### config.mk
export PLATFORM = sky130hd
export DESIGN_NAME = object_motion_control
export DESIGN_NICKNAME = d
export VERILOG_FILES = /design/src/rtl/motion_pkg.sv /design/src/rtl/axis_motion.sv /design/src/rtl/object_motion_control.sv
export SDC_FILE = /design/constraint.sdc
export NUM_CORES = 1
export LEC_CHECK = 0
export ABC_AREA = 1
export ABC_CLOCK_PERIOD_IN_PS = 4250
export CAP_MARGIN = 0
export CORE_MARGIN = 3
export CORE_UTILIZATION = 59
export CTS_CLUSTER_SIZE = 30
export DETAILED_ROUTE_END_ITERATION = 10
export PLACE_DENSITY = 0.92
export SYNTH_ARGS = -nofsm -noshare
export SYNTH_HDL_FRONTEND = slang
export SYNTH_SLANG_ARGS = --single-unit
### constraint.sdc
create_clock -name clk -period 4.25 [get_ports clk]
set_input_delay 0.425 -clock clk [delete_from_list [all_inputs] [get_ports clk]]
set_output_delay 0.425 -clock clk [all_outputs]
set_load 0.005 [all_outputs]
### src/rtl/motion_pkg.sv
// Shared types and widths for the sprite motion controller.
package motion_pkg;

  typedef enum logic [1:0] {
    MS_RUN     = 2'd0,
    MS_HIT     = 2'd1,
    MS_RESPAWN = 2'd2
  } motion_state_t;

  localparam int unsigned SCREEN_W = 640;
  localparam int unsigned SCREEN_H = 480;
  localparam int unsigned SPRITE_W = 64;
  localparam int unsigned SPRITE_H = 64;
  localparam int unsigned POS_W    = 11;
  localparam int unsigned VEL_W    = 5;
  // Signed width wide enough for position plus velocity without wrap.
  localparam int unsigned CALC_W   = 13;

endpackage

### src/rtl/axis_motion.sv
// One motion axis: velocity ramp/decay, position integrate, edge clamp.
module axis_motion
  import motion_pkg::*;
#(
  parameter int MIN       = 0,
  parameter int MAX       = 576,
  parameter int INIT      = 288,
  parameter int ACCEL     = 1,
  parameter int DECEL     = 1,
  parameter int MAX_SPEED = 8
) (
  input  logic                    clk,
  input  logic                    resetN,
  input  logic                    tick,
  input  logic                    neg,
  input  logic                    pos,
  input  logic                    freeze,
  input  logic                    load_init,
  output logic [POS_W-1:0]        pos_out,
  output logic signed [VEL_W-1:0] vel_out
);

  localparam logic signed [CALC_W-1:0] L_ACCEL  = CALC_W'(ACCEL);
  localparam logic signed [CALC_W-1:0] L_DECEL  = CALC_W'(DECEL);
  localparam logic signed [CALC_W-1:0] L_NDECEL = CALC_W'(-DECEL);
  localparam logic signed [CALC_W-1:0] L_VMAX   = CALC_W'(MAX_SPEED);
  localparam logic signed [CALC_W-1:0] L_VMIN   = CALC_W'(-MAX_SPEED);
  localparam logic signed [CALC_W-1:0] L_MIN    = CALC_W'(MIN);
  localparam logic signed [CALC_W-1:0] L_MAX    = CALC_W'(MAX);

  logic [POS_W-1:0]         r_pos;
  logic signed [VEL_W-1:0]  r_vel;
  logic signed [CALC_W-1:0] w_v_cur;
  logic signed [CALC_W-1:0] w_v_new;
  logic signed [CALC_W-1:0] w_v_fin;
  logic signed [CALC_W-1:0] w_p_cur;
  logic signed [CALC_W-1:0] w_p_sum;
  logic signed [CALC_W-1:0] w_p_new;

  // Next velocity from net direction, then next position with edge clamp.
  always_comb begin
    w_v_cur = {{(CALC_W-VEL_W){r_vel[VEL_W-1]}}, r_vel};
    w_p_cur = {{(CALC_W-POS_W){1'b0}}, r_pos};
    w_v_new = w_v_cur;
    if (pos && !neg) begin
      w_v_new = w_v_cur + L_ACCEL;
      if (w_v_new > L_VMAX) w_v_new = L_VMAX;
    end else if (neg && !pos) begin
      w_v_new = w_v_cur - L_ACCEL;
      if (w_v_new < L_VMIN) w_v_new = L_VMIN;
    end else if (w_v_cur > L_DECEL) begin
      w_v_new = w_v_cur - L_DECEL;
    end else if (w_v_cur < L_NDECEL) begin
      w_v_new = w_v_cur + L_DECEL;
    end else begin
      w_v_new = '0;
    end
    w_p_sum = w_p_cur + w_v_new;
    w_p_new = w_p_sum;
    w_v_fin = w_v_new;
    if (w_p_sum < L_MIN) begin
      w_p_new = L_MIN;
      w_v_fin = '0;
    end else if (w_p_sum > L_MAX) begin
      w_p_new = L_MAX;
      w_v_fin = '0;
    end
  end

  // Axis state advances only on a frame tick; init load wins over freeze.
  always_ff @(posedge clk) begin
    if (!resetN) begin
      r_pos <= POS_W'(INIT);
      r_vel <= '0;
    end else if (tick) begin
      if (load_init) begin
        r_pos <= POS_W'(INIT);
        r_vel <= '0;
      end else if (freeze) begin
        r_vel <= '0;
      end else begin
        r_pos <= POS_W'(w_p_new);
        r_vel <= VEL_W'(w_v_fin);
      end
    end
  end

  assign pos_out = r_pos;
  assign vel_out = r_vel;

endmodule

### src/rtl/object_motion_control.sv
// Per-frame 2D sprite controller: two motion axes plus hit/respawn sequencing.
module object_motion_control
  import motion_pkg::*;
#(
  parameter int X_MIN          = 0,
  parameter int X_MAX          = int'(SCREEN_W - SPRITE_W),
  parameter int Y_MIN          = 0,
  parameter int Y_MAX          = int'(SCREEN_H - SPRITE_H),
  parameter int INIT_X         = 288,
  parameter int INIT_Y         = 352,
  parameter int ACCEL          = 1,
  parameter int DECEL          = 1,
  parameter int MAX_SPEED      = 8,
  parameter int HIT_FRAMES     = 60,
  parameter int RESPAWN_FRAMES = 120,
  parameter int BLINK_FRAMES   = 8
) (
  input  logic              clk,
  input  logic              resetN,
  input  logic              startOfFrame,
  input  logic              up_pressed,
  input  logic              down_pressed,
  input  logic              left_pressed,
  input  logic              right_pressed,
  input  logic              collision,
  output logic [10:0]       topLeftX,
  output logic [10:0]       topLeftY,
  output logic signed [4:0] vel_x,
  output logic signed [4:0] vel_y,
  output logic [1:0]        motion_state,
  output logic              visible
);

  localparam int unsigned CNT_MAX = unsigned'((HIT_FRAMES > RESPAWN_FRAMES) ? HIT_FRAMES : RESPAWN_FRAMES);
  localparam int unsigned CNT_W   = $clog2(CNT_MAX + 1);
  localparam int unsigned BLK_W   = $clog2(unsigned'(BLINK_FRAMES) + 1);

  motion_state_t    r_state;
  logic             r_sof_d;
  logic             r_col_pend;
  logic [CNT_W-1:0] r_cnt;
  logic [BLK_W-1:0] r_blink_cnt;
  logic             r_visible;

  logic w_frame_tick;
  logic w_hit_now;
  logic w_freeze;
  logic w_load_init;

  // Rising-edge frame strobe and per-axis control qualifiers.
  always_comb begin
    w_frame_tick = startOfFrame & ~r_sof_d;
    w_hit_now    = (r_state == MS_RUN) & (r_col_pend | collision);
    w_freeze     = (r_state != MS_RUN) | w_hit_now;
    w_load_init  = ((r_state == MS_HIT) & (r_cnt == '0)) | (r_state == MS_RESPAWN);
  end

  // Run/hit/respawn sequencing, frame counters, blink and sticky collision.
  always_ff @(posedge clk) begin
    if (!resetN) begin
      r_sof_d     <= 1'b0;
      r_col_pend  <= 1'b0;
      r_state     <= MS_RUN;
      r_cnt       <= '0;
      r_blink_cnt <= '0;
      r_visible   <= 1'b1;
    end else begin
      r_sof_d <= startOfFrame;
      if (w_frame_tick) begin
        r_col_pend <= 1'b0;
        case (r_state)
          MS_RUN: begin
            if (w_hit_now) begin
              r_state <= MS_HIT;
              r_cnt   <= CNT_W'(HIT_FRAMES - 1);
            end
          end
          MS_HIT: begin
            r_visible <= 1'b1;
            if (r_cnt != '0) begin
              r_cnt <= r_cnt - CNT_W'(1);
            end else begin
              r_state     <= MS_RESPAWN;
              r_cnt       <= CNT_W'(RESPAWN_FRAMES - 1);
              r_blink_cnt <= BLK_W'(BLINK_FRAMES - 1);
              r_visible   <= 1'b0;
            end
          end
          MS_RESPAWN: begin
            if (r_cnt != '0) begin
              r_cnt <= r_cnt - CNT_W'(1);
              if (r_blink_cnt == '0) begin
                r_visible   <= ~r_visible;
                r_blink_cnt <= BLK_W'(BLINK_FRAMES - 1);
              end else begin
                r_blink_cnt <= r_blink_cnt - BLK_W'(1);
              end
            end else begin
              r_state   <= MS_RUN;
              r_visible <= 1'b1;
            end
          end
          default: begin
            r_state   <= MS_RUN;
            r_visible <= 1'b1;
          end
        endcase
      end else if (collision) begin
        r_col_pend <= 1'b1;
      end
    end
  end

  axis_motion #(
    .MIN(X_MIN), .MAX(X_MAX), .INIT(INIT_X),
    .ACCEL(ACCEL), .DECEL(DECEL), .MAX_SPEED(MAX_SPEED)
  ) u_axis_x (
    .clk       (clk),
    .resetN    (resetN),
    .tick      (w_frame_tick),
    .neg       (left_pressed),
    .pos       (right_pressed),
    .freeze    (w_freeze),
    .load_init (w_load_init),
    .pos_out   (topLeftX),
    .vel_out   (vel_x)
  );

  axis_motion #(
    .MIN(Y_MIN), .MAX(Y_MAX), .INIT(INIT_Y),
    .ACCEL(ACCEL), .DECEL(DECEL), .MAX_SPEED(MAX_SPEED)
  ) u_axis_y (
    .clk       (clk),
    .resetN    (resetN),
    .tick      (w_frame_tick),
    .neg       (up_pressed),
    .pos       (down_pressed),
    .freeze    (w_freeze),
    .load_init (w_load_init),
    .pos_out   (topLeftY),
    .vel_out   (vel_y)
  );

  assign motion_state = r_state;
  assign visible      = r_visible;

endmodule

==> Flow_metrics.wiki <==
{| class="wikitable"
! Metric !! Value
|-
| Number of enable-type register cells in the synthesized netlist || 0
|-
| Status || complete, no violations
|-
| Cts bufs inserted || 5
|-
| Setup repair after global routing missed its margin || false
|-
| Endpoint required time on the critical path || 4480 ps
|-
| Pin count of the biggest net entering global routing || 33
|-
| Most used cell along the critical path || nand2_1
|-
| Vias/cell || 5.62
|-
| Initial DRC Count || 263
|-
| Crit path capture type || flip-flop
|-
| Synthesized instance count || 707
|-
| Count of warnings emitted by yosys || 0
|-
| Clock tree root driver cell || clkbuf_8
|-
| Cell type group with the largest total delay on the critical path || simple AND/OR/NAND/NOR gates
|-
| Number of hold-repair buffers added at the cts stage || 0
|-
| Type of element launching the critical path || flip-flop
|-
| Post-synthesis sequential area ratio || 0.215
|-
| Core ar. || 0.00729 sq mm
|-
| Remaining routing DRC violations || 0
|-
| Number of antenna diodes || 0
|-
| Total global-route track usage || 0.268
|-
| Most common cell after layout, fill and taps aside || nand2_1
|-
| Critical path buffers and inverters || 3
|-
| Post-Syn Nets || 755
|-
| Count of H-tree levels built during CTS || 2
|-
| Number of antenna violations at the first check in global routing || 0
|-
| WL final || about 11000 um
|-
| Width of the die || roughly 93 um
|-
| Number of max-slew violations in the final report || 0
|-
| Overall via count from detail_route || 4786
|-
| Y dimension of the die || 93.0 um
|-
| Reg2reg start || u_axis_x.vel_out[0]$_SDFFE_PN0P_
|-
| Endpoint of the worst register-to-register path || u_axis_x.vel_out[1]$_SDFFE_PN0P_
|-
| Critical path's largest stage delay || 490 ps
|-
| Worst setup path category || flip-flop to flip-flop
|-
| Reg-to-reg slack, setup || 430 ps
|-
| Start point of the worst hold path || u_axis_y.pos_out[9]$_SDFFE_PN0P_
|-
| Count of port buffers added during placement || 42
|-
| Maximum clock frequency || 262 MHz
|-
| Most frequent cells in the layout || nand2_1 (186), inv_1 (113), a21oi_1 (55), nand3_1 (51)
|-
| R2R depth || 23
|-
| Hold worst-path end || u_axis_y.pos_out[9]$_SDFFE_PN0P_
|-
| Dominant register cell in the synthesized netlist || dfxtp_1
|-
| Final worst path period need || 3820 ps
|-
| Fraction of final layout cells with drive strength greater than 1 || 0.0758
|-
| Pwr/cell area || 256 mW/mm^2
|-
| Clock input transition at the sequential cells of the worst setup and hold paths || 90 ps
|-
| Global-route wire length before repair || 19300 um
|-
| Number of endpoints failing setup at the final stage || 0
|-
| Std-Cell Rows || 31
|-
| Total number of clock tree sinks || 48
|-
| Synth unique cells || 41
|-
| Worst clock skew || 11.0 ps
|-
| Total Nets Final || around 800
|-
| Ordered list of cells on the worst path || ha_1 -> nand2_1 -> inv_1 -> nand2_1 -> xor2_1 -> o211ai_1 -> o21ai_0 -> a21oi_1 -> inv_1 -> fa_1 -> inv_1 -> or2_2 -> nor2_1 -> nand3_1 -> nor2_1 -> nand2_1 -> nand2_1 -> nand3_1 -> nand2_1 -> nand2_1 -> nor2_4 -> nand3_1 -> o21ai_1
|-
| Initial Util || 0.612
|-
| Part of the cycle the worst path needs || 0.899
|-
| Largest voltage drop on the vdd net || 0.251 mV
|-
| HPWL reported at the end of detailed placement || 9160 um
|-
| Core utilization of the finished layout || 0.700
|-
| Final routed wire length divided by cell count || 13.5 um
|-
| Clock Latency Late Sink || 300 ps
|-
| Mapped Area || between 0.004 and 0.005 sq mm
|-
| Flip-flop and latch count after synthesis || 48
|-
| Final Hold Vio Count || 0
|-
| Post-synthesis area per instance || ~6.3 sq um
|-
| Area Growth Syn to Fin || 14.4%
|-
| Worst hold path type || flip-flop to flip-flop
|-
| Critical Path Slowest Stage Cell || fa_1
|-
| Top fanout value on the critical path || 5
|-
| Leak Pwr || ~2.5 nW
|-
| Residual antenna-violating net count after detailed routing || 0
|-
| Io pins || 43
|-
| Routability congestion estimate || between 0.9 and 1
|-
| Via count of the first global-routing pass || 4494
|-
| Proportion of synthesized flip-flops having asynchronous set or reset || 0
|-
| Tightest slew margin relative to the limit || 0.423
|-
| Slew @ Worst Pin || 859 ps
|-
| CP Data Arrival Time || 4050 ps
|-
| Clock tree from TritonCTS || yes
|-
| Remaining Overflow, GRT || 0
|-
| Worst Hold Path Cells || 2
|-
| Max Cap Violations || 0
|-
| Overall die area || about 0.0086 sq mm
|-
| Accumulated negative setup slack || 0 ps
|-
| First-pass iteration count of the detailed router || 5
|-
| Maximum buffer depth of the clock tree || 2
|}
[cell type report]
class                   count  area, sq um
repair buffers             46          450
multi-input cells         532         3020
clock buffers               6         72.6
fillers                   632         2190
flip-flops and latches     48          962
well taps                  99          124
inverters                 118          443
clock inverters             2         35.0
[worst max-delay path by stage]
stage                     cells past startpoint                              from  slack (ps)                               end
after CTS                                    25  u_axis_y.vel_out[0]$_SDFFE_PN0P_         310  u_axis_y.vel_out[3]$_SDFFE_PN0P_
final                                        23  u_axis_x.vel_out[0]$_SDFFE_PN0P_         430  u_axis_x.vel_out[1]$_SDFFE_PN0P_
after global routing                         24  u_axis_x.vel_out[0]$_SDFFE_PN0P_          40  u_axis_x.vel_out[4]$_SDFFE_PN0P_
after global placement                       25                      left_pressed         270  u_axis_x.vel_out[1]$_SDFFE_PN0P_
after detailed placement                     25                      left_pressed         170  u_axis_x.vel_out[1]$_SDFFE_PN0P_
after floorplan                              26  u_axis_y.vel_out[0]$_SDFFE_PN0P_         820  u_axis_y.pos_out[5]$_SDFFE_PN1P_
[sequential cells by signal, summed over array words and instances (netlist names)]
name,cells
u_axis_y.pos_out,11
r_sof_d,1
r_cnt,7
motion_state,2
u_axis_x.vel_out,5
r_col_pend,1
visible,1
u_axis_x.pos_out,11
r_blink_cnt,4
u_axis_y.vel_out,5
[timing repair]
action	in CTS	in global routing
hold endpoints to repair	0	0
resized for setup	0	3
setup endpoints to repair	0	7
setup buffers	0	0
[Yosys cell counts, types with 4 or more instances]
cell      instances  area share
nand2_4           4       0.010
dfxtp_1          48        0.22
inv_2             5      0.0042
nand4_1          23       0.032
xnor2_1           9       0.018
o21ai_1           6      0.0067
nor3_1            9       0.010
a21oi_1          55       0.062
a31oi_1           5      0.0070
nor2_2            4      0.0056
nand3_1          51       0.057
xor2_1            8       0.016
a211oi_1          5      0.0084
nor2_1           47       0.040
nand3b_1          5      0.0084
inv_1           113       0.095
nand2_1         186        0.16
o21bai_1          4      0.0067
o21ai_0          27       0.030
ha_1             38        0.11
nor2_4            7       0.018
nand2_2          13       0.018
[report_power, final]
group          internal [mW]  switching, mW  leakage, nW  total [mW]
clock                  0.175          0.149       0.0552       0.324
combinational          0.177          0.317         2.05       0.494
sequential             0.470         0.0188        0.390       0.488
[logic make-up (layout without fill, tap and decap cells)]
kind of cell	Yosys count	count (layout)	share of synthesized area
compound gates	115	115	0.144
xor+xnor	17	17	0.0334
fa+ha+maj	40	40	0.116
buf+inv	127	172	0.110
flops	48	48	0.215
simple gates	360	360	0.382
[stage by stage]
step | area (sq um) | total power, mW | hold WS (ps) | setup WS [ps] | cells
3_5_place_dp | 4990 | 0.979 | 468 | 167 | 843
5_1_grt | 5100 | 1.39 | 513 | 38.4 | 851
4_1_cts | 5090 | 1.30 | 483 | 310 | 851
2_1_floorplan | 4460 | 0.858 | 450 | 823 | 707
3_3_place_gp | 4990 | 0.958 | 464 | 267 | 843
6_report | 5100 | 1.31 | 475 | 429 | 851
[layer usage]
metal  GRT usage  part of all wire
met1       0.313              0.42
met5           0                 0
met4      0.0818             0.024
met3      0.0447             0.045
met2       0.496              0.51
[tightest hold or removal path: stages (launching register included)]
cell and delay (ps):
dfxtp_1 330, nand2_1 70, nor2_1 30
No activity file was read; power rests on OpenSTA's default activity.
